==> src/rtl/player_input_conditioner_pkg.sv <==
// ---------------------------------------------------------------------------
// player_input_conditioner_pkg
// Shared constants for the player input conditioner: input counts, event
// field layout, control FSM encodings and an event-word builder.
// ---------------------------------------------------------------------------
package player_input_conditioner_pkg;

  localparam int NUM_BTNS = 5;
  localparam int NUM_SW   = 8;

  // Event word layout: [4]=release flag, [3]=type, [2:0]=index
  localparam int EVT_W        = 5;
  localparam int EVT_REL_BIT  = 4;
  localparam int EVT_TYPE_BIT = 3;
  localparam int EVT_IDX_MSB  = 2;

  localparam logic EVT_TYPE_BTN = 1'b0;
  localparam logic EVT_TYPE_SW  = 1'b1;

  typedef logic [EVT_W-1:0] evt_t;

  // Control FSM encodings
  localparam logic [1:0] ST_INIT = 2'd0;
  localparam logic [1:0] ST_LOAD = 2'd1;
  localparam logic [1:0] ST_RUN  = 2'd2;

  function automatic evt_t make_evt(input logic rel, input logic typ,
                                    input logic [EVT_IDX_MSB:0] idx);
    evt_t e;
    e = '0;
    e[EVT_REL_BIT]       = rel;
    e[EVT_TYPE_BIT]      = typ;
    e[EVT_IDX_MSB:0]     = idx;
    return e;
  endfunction

endpackage

==> src/rtl/player_input_conditioner_debounce_cell.sv <==
// ---------------------------------------------------------------------------
// debounce_cell
// One input's synchroniser, debounce counter, stable level and edge flag.
// Ports:
//   clk        system clock
//   rst        asynchronous reset, active-low
//   raw        asynchronous raw input
//   load       capture the synchronised value as the stable level (no edge)
//   run        normal debounce operation
//   level      debounced level
//   edge_pulse one-cycle pulse in the cycle the level changes
// ---------------------------------------------------------------------------
module debounce_cell
  import player_input_conditioner_pkg::*;
#(
  parameter int DB_CYCLES = 500000
) (
  input  logic clk,
  input  logic rst,
  input  logic raw,
  input  logic load,
  input  logic run,
  output logic level,
  output logic edge_pulse
);

  localparam int                CNT_W    = $clog2(DB_CYCLES);
  localparam logic [CNT_W-1:0]  CNT_LAST = CNT_W'(DB_CYCLES - 1);

  logic             sync_p0;
  logic             sync_p1;
  logic [CNT_W-1:0] cnt;

  // Stage p0 -> p1: two-flop synchroniser, deliberately left out of reset
  always_ff @(posedge clk) begin
    sync_p0 <= raw;
    sync_p1 <= sync_p0;
  end

  // Debounce stage: a new level must persist for DB_CYCLES counts
  always_ff @(posedge clk or negedge rst) begin
    if (!rst) begin
      level      <= 1'b0;
      cnt        <= '0;
      edge_pulse <= 1'b0;
    end else begin
      edge_pulse <= 1'b0;
      if (load) begin
        level <= sync_p1;
        cnt   <= '0;
      end else if (run) begin
        if (sync_p1 == level) begin
          cnt <= '0;
        end else if (cnt == CNT_LAST) begin
          level      <= sync_p1;
          cnt        <= '0;
          edge_pulse <= 1'b1;
        end else begin
          cnt <= cnt + CNT_W'(1);
        end
      end
    end
  end

endmodule

==> src/rtl/player_input_conditioner.sv <==
// ---------------------------------------------------------------------------
// player_input_conditioner
// Synchronises and debounces 5 buttons and 8 switches, provides clean levels
// and edge pulses, and serialises all edges into a small event FIFO.
// Build option: define PIC_BTN_RELEASE_EVT_EN to also queue button releases
// (evt_data[4]=1); otherwise releases produce no event.
// Ports:
//   clk, rst (async, active-low)
//   btns_raw[4:0], sw_raw[7:0]     raw inputs
//   btns_level, sw_level           debounced levels
//   btn_press                      pulse on debounced 0->1 of a button
//   sw_toggle                      pulse on any debounced switch change
//   evt_valid/evt_data/evt_ready   event FIFO head and pop handshake
//   evt_overflow/clr_overflow      sticky drop flag and its clear
// ---------------------------------------------------------------------------
module player_input_conditioner
  import player_input_conditioner_pkg::*;
#(
  parameter int DB_CYCLES  = 500000,
  parameter int FIFO_DEPTH = 4
) (
  input  logic       clk,
  input  logic       rst,
  input  logic [4:0] btns_raw,
  input  logic [7:0] sw_raw,
  output logic [4:0] btns_level,
  output logic [7:0] sw_level,
  output logic [4:0] btn_press,
  output logic [7:0] sw_toggle,
  output logic       evt_valid,
  output logic [4:0] evt_data,
  input  logic       evt_ready,
  output logic       evt_overflow,
  input  logic       clr_overflow
);

  localparam int NUM_IN = NUM_BTNS + NUM_SW;
`ifdef PIC_BTN_RELEASE_EVT_EN
  localparam int NUM_EVT = 2 * NUM_BTNS + NUM_SW;
`else
  localparam int NUM_EVT = NUM_BTNS + NUM_SW;
`endif
  localparam int PTR_W = $clog2(FIFO_DEPTH);

  // Control FSM
  logic [1:0] state;
  logic       init_cnt;
  logic       load;
  logic       run;

  always_ff @(posedge clk or negedge rst) begin
    if (!rst) begin
      state    <= ST_INIT;
      init_cnt <= 1'b0;
    end else begin
      case (state)
        ST_INIT: begin
          init_cnt <= 1'b1;
          if (init_cnt) state <= ST_LOAD;
        end
        ST_LOAD: state <= ST_RUN;
        ST_RUN:  state <= ST_RUN;
        default: state <= ST_INIT;
      endcase
    end
  end

  assign load = (state == ST_LOAD);
  assign run  = (state == ST_RUN);

  // Debounce cells: buttons occupy [4:0], switches [12:5]
  logic [NUM_IN-1:0] raw_all;
  logic [NUM_IN-1:0] level_all;
  logic [NUM_IN-1:0] chg_all;

  assign raw_all = {sw_raw, btns_raw};

  for (genvar i = 0; i < NUM_IN; i++) begin : g_cell
    debounce_cell #(.DB_CYCLES(DB_CYCLES)) u_cell (
      .clk        (clk),
      .rst        (rst),
      .raw        (raw_all[i]),
      .load       (load),
      .run        (run),
      .level      (level_all[i]),
      .edge_pulse (chg_all[i])
    );
  end

  assign btns_level = level_all[NUM_BTNS-1:0];
  assign sw_level   = level_all[NUM_IN-1:NUM_BTNS];
  assign btn_press  = chg_all[NUM_BTNS-1:0] & level_all[NUM_BTNS-1:0];
  assign sw_toggle  = chg_all[NUM_IN-1:NUM_BTNS];

  // Pending bits, lowest index has priority
  logic [NUM_EVT-1:0] evt_set;
`ifdef PIC_BTN_RELEASE_EVT_EN
  assign evt_set = {sw_toggle, chg_all[NUM_BTNS-1:0] & ~level_all[NUM_BTNS-1:0], btn_press};
`else
  assign evt_set = {sw_toggle, btn_press};
`endif

  function automatic evt_t evt_code(input int unsigned idx);
    evt_t e;
    if (idx < NUM_BTNS)
      e = make_evt(1'b0, EVT_TYPE_BTN, 3'(idx));
`ifdef PIC_BTN_RELEASE_EVT_EN
    else if (idx < 2 * NUM_BTNS)
      e = make_evt(1'b1, EVT_TYPE_BTN, 3'(idx - NUM_BTNS));
    else
      e = make_evt(1'b0, EVT_TYPE_SW, 3'(idx - 2 * NUM_BTNS));
`else
    else
      e = make_evt(1'b0, EVT_TYPE_SW, 3'(idx - NUM_BTNS));
`endif
    return e;
  endfunction

  logic [NUM_EVT-1:0] pending;
  logic [NUM_EVT-1:0] push_sel;
  logic               push_req;
  evt_t               push_data;

  always_comb begin
    push_req  = 1'b0;
    push_sel  = '0;
    push_data = '0;
    // Descending scan so the lowest set bit is the one left selected
    for (int i = NUM_EVT - 1; i >= 0; i--) begin
      if (pending[i]) begin
        push_req    = 1'b1;
        push_sel    = '0;
        push_sel[i] = 1'b1;
        push_data   = evt_code(i);
      end
    end
  end

  // Event FIFO with an extra pointer bit to tell full from empty
  logic [PTR_W:0] wr_ptr;
  logic [PTR_W:0] rd_ptr;
  evt_t           mem [FIFO_DEPTH];
  logic           fifo_empty;
  logic           fifo_full;
  logic           pop;
  logic           do_push;
  logic           drop;

  assign fifo_empty = (wr_ptr == rd_ptr);
  assign fifo_full  = (wr_ptr[PTR_W] != rd_ptr[PTR_W]) &&
                      (wr_ptr[PTR_W-1:0] == rd_ptr[PTR_W-1:0]);
  assign pop        = !fifo_empty && evt_ready;
  // A pop in the same cycle frees the slot, so a full FIFO still accepts
  assign do_push    = push_req && (!fifo_full || pop);
  assign drop       = push_req && fifo_full && !pop;

  always_ff @(posedge clk or negedge rst) begin
    if (!rst) begin
      pending      <= '0;
      wr_ptr       <= '0;
      rd_ptr       <= '0;
      evt_overflow <= 1'b0;
    end else begin
      pending <= (pending & ~push_sel) | evt_set;
      if (do_push) wr_ptr <= wr_ptr + (PTR_W+1)'(1);
      if (pop)     rd_ptr <= rd_ptr + (PTR_W+1)'(1);
      if (drop)              evt_overflow <= 1'b1;
      else if (clr_overflow) evt_overflow <= 1'b0;
    end
  end

  always_ff @(posedge clk) begin
    if (do_push) mem[wr_ptr[PTR_W-1:0]] <= push_data;
  end

  assign evt_valid = !fifo_empty;
  assign evt_data  = fifo_empty ? '0 : mem[rd_ptr[PTR_W-1:0]];

endmodule

==> config.mk <==
export PLATFORM = sky130hd
export DESIGN_NAME = player_input_conditioner
export DESIGN_NICKNAME = d
export VERILOG_FILES = /design/src/rtl/player_input_conditioner_pkg.sv /design/src/rtl/player_input_conditioner_debounce_cell.sv /design/src/rtl/player_input_conditioner.sv
export SDC_FILE = /design/constraint.sdc
export NUM_CORES = 1
export LEC_CHECK = 0
export CAP_MARGIN = 40
export CORE_ASPECT_RATIO = 0.6
export CORE_MARGIN = 2
export CORE_UTILIZATION = 48
export CTS_CLUSTER_SIZE = 8
export DETAILED_ROUTE_END_ITERATION = 16
export HOLD_SLACK_MARGIN = 0.15
export SETUP_SLACK_MARGIN = 0.05
export SLEW_MARGIN = 20
export SYNTH_ARGS = -nofsm -noshare
export SYNTH_HDL_FRONTEND = slang
export SYNTH_HIERARCHICAL = 1
export SYNTH_SLANG_ARGS = --single-unit
==> constraint.sdc <==
create_clock -name clk -period 3.4 [get_ports clk]
set_input_delay 0.68 -clock clk [delete_from_list [all_inputs] [get_ports clk]]
set_output_delay 0.68 -clock clk [all_outputs]
set_load 0.005 [all_outputs]
==> metrics, run 1 <==
VDD IR max 0.391 mV; synth-to-layout area growth 12.5%; setup TNS 0 ns; area leader, netlist dfrtp_1; WHS 0.321 ns; gr usage total 0.222; H-tree depth 2; Synth Net Count 1,956; Power Dens Cells 468 mW/mm^2; Yosys cell types 62; Yosys reg bits 338; Core Util, Final 0.553; # IOs 50; layout cells sized above 1 0.0781; DIE AREA 0.0391 mm^2; fin nets 2,012; Synth area leaders dfrtp_1 (41%), nand3_1 (4.1%), a21oi_1 (3.8%); Final Setup Violations 0; CP Launch Type register; synthesized area per cell 9.39 um^2; post-DP HPWL 29.5 mm; clk sinks 338; Initial Util 0.491; root buffer cell clkbuf_16; Min-Delay Path Depth 0; post-layout min period 3.04 ns; maximum fanout along the worst path 7; largest net degree at the start of global routing 74; most frequent cell after synthesis dfrtp_1; WL/cell 17.1 um; R2R depth 8; CTS max path bufs 3; CP Capture Type primary output; DRT antenna net count 0; Die Ht 154 um; Syn Inst Count 1,917; Die W 254 um; standard-cell row count 54; clk_lat worst skew 0.56 ns; Synth top area share 0.412; hold crit path type reg2reg; critical path arrival 2.36 ns; placed instance area 0.0188 mm^2; top post-synthesis cells by count dfrtp_1 (296), nand2_1 (162), nor2_1 (157), nand3_1 (147), a21oi_1 (138); CTS tree done; Yosys warning count 6; part of the Yosys area used for sequential elements 0.467; RSZ-0062 raised after global routing false; Via Count 14,674; Ant. Diodes 0; Post-Syn Area 0.0180 mm^2; Req. time, crit path 2.72 ns; Core Area 0.0366 mm^2; DRT Pass-1 Iters 6; status finished, final reports clean; Post-synth EDFFs 16; GRT overflow 0; Final Max Slew Viols 0; post-CTS setup buffer count 0; Via density 5.84; clock buffer count from CTS 48; final instance area 0.0202 mm^2; initial antenna violation count 0; Starting DRT DRC Count 1,450; routed wire length 42.9 mm; clk_skew 0.0216 ns; CP Class reg2out; ys async rst share 0.876; Final GP Congestion 0.848; FMAX 0.329 GHz; crit share post-route 0.893; Main synth FF type dfrtp_1; DRC 0; Final Hold Viols 0; worst relative slew slack 0.417; count of input and output buffers 48; slew of the pin with the lowest slew margin 0.872 ns; static leakage 0.00810 uW; max_cap viols 0; Clock transition at path regs 0.05 ns; vias in the first global route 13,458; first-pass GRT wire length 71.2 mm
==> layout make-up <==
class                   instances  area, um^2
fillers                      3305       16400
multi-input cells            1410        8720
flip-flops and latches        338        8410
clock buffers                  84        1360
repair buffers                 68         696
well taps                     504         631
inverters                     107         402
clock inverters                 3        26.3
==> flip-flops by register name (all words and copies together), names as in the netlist <==
signal	flops
mem	16
state	2
g_cell.u_cell/edge_pulse	13
init_cnt	1
g_cell.u_cell/sync_p1	13
evt_overflow	1
g_cell.u_cell/level	13
g_cell.u_cell/cnt	247
rd_ptr	3
g_cell.u_cell/sync_p0	13
wr_ptr	3
pending	13
==> what timing repair did <==
item,in CTS,in global routing
hold buffers,1,0
endpoints found under the hold margin,66,0
resized for setup,0,0
==> per-stage QoR <==
| stage | total power [uW] | instances | setup slack, ns |
|---|---|---|---|
| final | 9480 | 2514 | 0.364 |
| after global routing | 9910 | 2514 | 0.241 |
| after CTS | 9600 | 2514 | 0.318 |
| after detailed placement | 5110 | 2426 | 0.797 |
| after global placement | 5080 | 2422 | 0.895 |
| after floorplan | 4840 | 1917 | 0.709 |
==> critical path: stages, from the launching register on <==
cell,delay (ns)
dfrtp_1,0.60
mux4_2,0.54
and2_1,0.17
clkdlybuf4s50_1,0.49
==> worst paths after layout <==
kind / slack [ns] / endpoint / from
setup / recovery: 0.36 / evt_data[3] / rd_ptr[0]
hold / removal: 0.32 / g_cell[6].u_cell/sync_p1 / g_cell[6].u_cell/sync_p0
setup reg to reg: 0.75 / g_cell[6].u_cell/cnt[13] / state[0]
hold reg to reg: 0.32 / g_cell[6].u_cell/sync_p1 / g_cell[6].u_cell/sync_p0
max in group asynchronous: 1.84 / g_cell[5].u_cell/level / rst
min in group asynchronous: 0.70 / g_cell[8].u_cell/cnt[0] / rst
==> cell families (layout without fill, tap and decap cells) <==
kind of cell | Yosys count | count (layout) | synth area share
AO/OA/AOI/OAI | 478 | 478 | 0.156
other | 1 | 1 | 0.000208
multiplexers | 68 | 68 | 0.0416
flip-flops | 338 | 338 | 0.467
buffers and inverters | 169 | 262 | 0.0487
adder cells (fa/ha/maj) | 22 | 22 | 0.0153
AND/OR/NAND/NOR | 810 | 810 | 0.256
XOR/XNOR | 31 | 31 | 0.0151
==> cells in the final DEF (no fill, tap or decap), types with 21 or more instances in the layout <==
cell type,synthesis,final
dfrtp_1,296,296
nand2_1,162,162
nor2_1,157,157
nand3_1,147,147
a21oi_1,138,138
o21ai_1,109,109
inv_1,107,107
nand4_1,76,76
a31oi_1,73,73
o21ai_0,57,57
clkbuf_16,0,49
mux2i_1,49,49
clkdlybuf4s50_1,0,47
or3_1,41,41
o31ai_1,40,40
clkbuf_1,14,35
and2_1,33,33
and3_1,28,28
dfxtp_1,26,26
nor4_2,25,25
nor2b_1,24,24
xor2_1,23,23
nand2b_1,21,21
==> power breakdown <==
part / switching, uW / internal (uW) / leakage, uW
Clock: 1760 / 2680 / 0.000658
Sequential: 138 / 4170 / 0.00445
Combinational: 458 / 279 / 0.00299
==> layer usage <==
layer,up-vias,wire (um),GRT usage,part of all wire
li1,7140,-,-,-
met1,7082,22500,0.361,0.52
met2,406,17300,0.302,0.40
met3,46,2610,0.0420,0.061
met4,0,542,0.0465,0.013
met5,-,0,0,0
No activity file was read; power rests on OpenSTA's default activity.
==> run 2, diff against run 1 <==
--- a/config.mk
+++ b/config.mk
@@ -8,10 +8,11 @@
 export CAP_MARGIN = 40
 export CORE_ASPECT_RATIO = 0.6
 export CORE_MARGIN = 2
-export CORE_UTILIZATION = 48
+export CORE_UTILIZATION = 50
 export CTS_CLUSTER_SIZE = 8
 export DETAILED_ROUTE_END_ITERATION = 16
 export HOLD_SLACK_MARGIN = 0.15
+export PLACE_DENSITY = 0.67
 export SETUP_SLACK_MARGIN = 0.05
 export SLEW_MARGIN = 20
 export SYNTH_ARGS = -nofsm -noshare
==> metrics, run 2 (synthesis gave the netlist of run 1 again) <==
CP Capture Type primary output; Final Setup Violations 0 (unchanged); Ant. Diodes 0 (unchanged); Fillers 2,999 (-9.3%); Core Area 0.0352 mm^2 (-3.8%); Worst Path Buf+Inv 1 (unchanged); CTS Hold Bufs 1 (unchanged); Die W 249 um (-2.0%); worst relative slew slack 0.456 (+0.0395); final instance area 0.0202 mm^2 (-0.25%); Via Count 14,835 (+1.1%); placed instance area 0.0188 mm^2 (-0.31%); maximum fanout along the worst path 7 (unchanged); Final Hold Viols 0 (unchanged); root buffer cell clkbuf_16; Critical Path Max Stage Delay 0.57 ns (-0.03 ns); CTS tree done; Psw 2330 uW (-1.0%); DRT antenna net count 0 (unchanged); clk_lat worst skew 0.55 ns (about the same); routed wire length 41.8 mm (-2.6%); most flop-heavy register g_cell.u_cell/cnt; post-layout min period 2.98 ns (-0.0524 ns); Core Util, Final 0.573 (+0.0207); static leakage 0.00809 uW (-0.14%); CP Launch Type register; clk sinks 338 (unchanged); Die Ht 151 um (-2.0%); layout cells sized above 1 0.0786 (+0.000498); clock buffer count from CTS 48 (unchanged); footprint of the multi-input gates 0.00872 mm^2 (about the same); hold crit path type reg2reg; slew of the pin with the lowest slew margin 0.816 ns (-0.0561 ns); FMAX 0.335 GHz (+1.8%); synth-to-layout area growth 12.2%; WL/cell 16.9 um (-1.2%); # IOs 50 (unchanged); Storage cell area 0.00841 mm^2 (unchanged); post-DP HPWL 28.8 mm (-2.4%); initial antenna violation count 0 (unchanged); count of input and output buffers 48 (unchanged); CTS max path bufs 3 (unchanged); Reg power frac 0.455 (about the same); power share of the clock group 0.468 (about the same); critical path arrival 2.30 ns (-0.06 ns); clk_skew 0.0137 ns (-0.00792 ns); first-pass GRT wire length 70.0 mm (-1.7%); largest net degree at the start of global routing 75 (+1.4%); most frequent cells in the layout dfrtp_1 (296), nand2_1 (162), nor2_1 (154); max_cap viols 0 (unchanged); CP max-delay cell dfrtp_1; setup TNS 0 ns (unchanged); sw frac 0.246 (-0.00214); max reg flops 247 (unchanged); combinational power share 0.077 (about the same); commonest non-fill, non-tap cell in the layout dfrtp_1; status finished, final reports clean; RSZ-0062 raised after global routing false; crit-path cells mux4_2, and2_1, clkdlybuf4s50_1; Initial Util 0.511 (+0.0196); Starting DRT DRC Count 1,582 (+9.1%); internal power 7130 uW (+0.11%); DRT Pass-1 Iters 5 (-1); GRT overflow 0 (unchanged); standard-cell row count 53 (-1.9%); delay-heaviest family, CP flip-flops; Via density 5.99 (+2.6%); Power Dens Cells 469 mW/mm^2 (about the same); r2r setup slk 0.70 ns (-0.05 ns); gr usage total 0.225 (+0.00207); post-CTS setup buffer count 0 (unchanged); vias in the first global route 13,488 (+0.22%); Final Max Slew Viols 0 (unchanged); Clock transition at path regs 0.05 ns (about the same); Post-CTS Resized 0 (unchanged); crit share post-route 0.878 (-0.0154); VDD IR max 0.394 mV (+0.67%); WHS 0.313 ns (-0.00742 ns); DIE AREA 0.0376 mm^2 (-3.9%); Final GP Congestion 0.885 (+4.3%); DRC 0 (unchanged); Req. time, crit path 2.72 ns (about the same); CP Class reg2out; H-tree depth 2 (unchanged); fin nets 2,010 (-0.099%)
[run 2: routing by layer]
metal	wire length, um	share of wire	GRT usage
met5	0	0	0
met4	576	0.014	0.0470
met3	2740	0.066	0.0416
met2	16900	0.40	0.313
met1	21600	0.52	0.358
[run 2: final timing paths]
path	end	from	cells past startpoint
min	g_cell[8].u_cell/sync_p1	g_cell[8].u_cell/sync_p0	0
max	evt_data[0]	rd_ptr[0]	3
max reg2reg	g_cell[1].u_cell/cnt[13]	state[0]	8
min reg2reg	g_cell[8].u_cell/sync_p1	g_cell[8].u_cell/sync_p0	0
max in group asynchronous	g_cell[0].u_cell/cnt[13]	rst	3
min in group asynchronous	g_cell[3].u_cell/cnt[17]	rst	2
[run 2: power by group through the flow]
stage | registers, uW | clock network (uW) | logic (uW)
5_1_grt | 4320 | 4760 | 828
4_1_cts | 4300 | 4560 | 733
3_5_place_dp | 4360 | 0 | 729
3_3_place_gp | 4360 | 0 | 706
6_report | 4300 | 4430 | 731
2_1_floorplan | 4320 | 0 | 521
[run 2: area by class of cell]
cell class / instances / share of cell area
clock buffer: 86 / 0.0676
clock inverter: 3 / 0.00130
inverter: 107 / 0.0199
multi-input combinational: 1410 / 0.432
sequential: 338 / 0.417
tap: 467 / 0.0289
timing repair buffer: 66 / 0.0335
[run 2: per-stage QoR]
stage	cells	setup WS, ns	total power (uW)
after floorplan	1917	0.709	4840
after global placement	2385	0.908	5070
after detailed placement	2387	0.760	5090
after CTS	2477	0.358	9590
after global routing	2477	0.298	9910
final	2477	0.416	9460
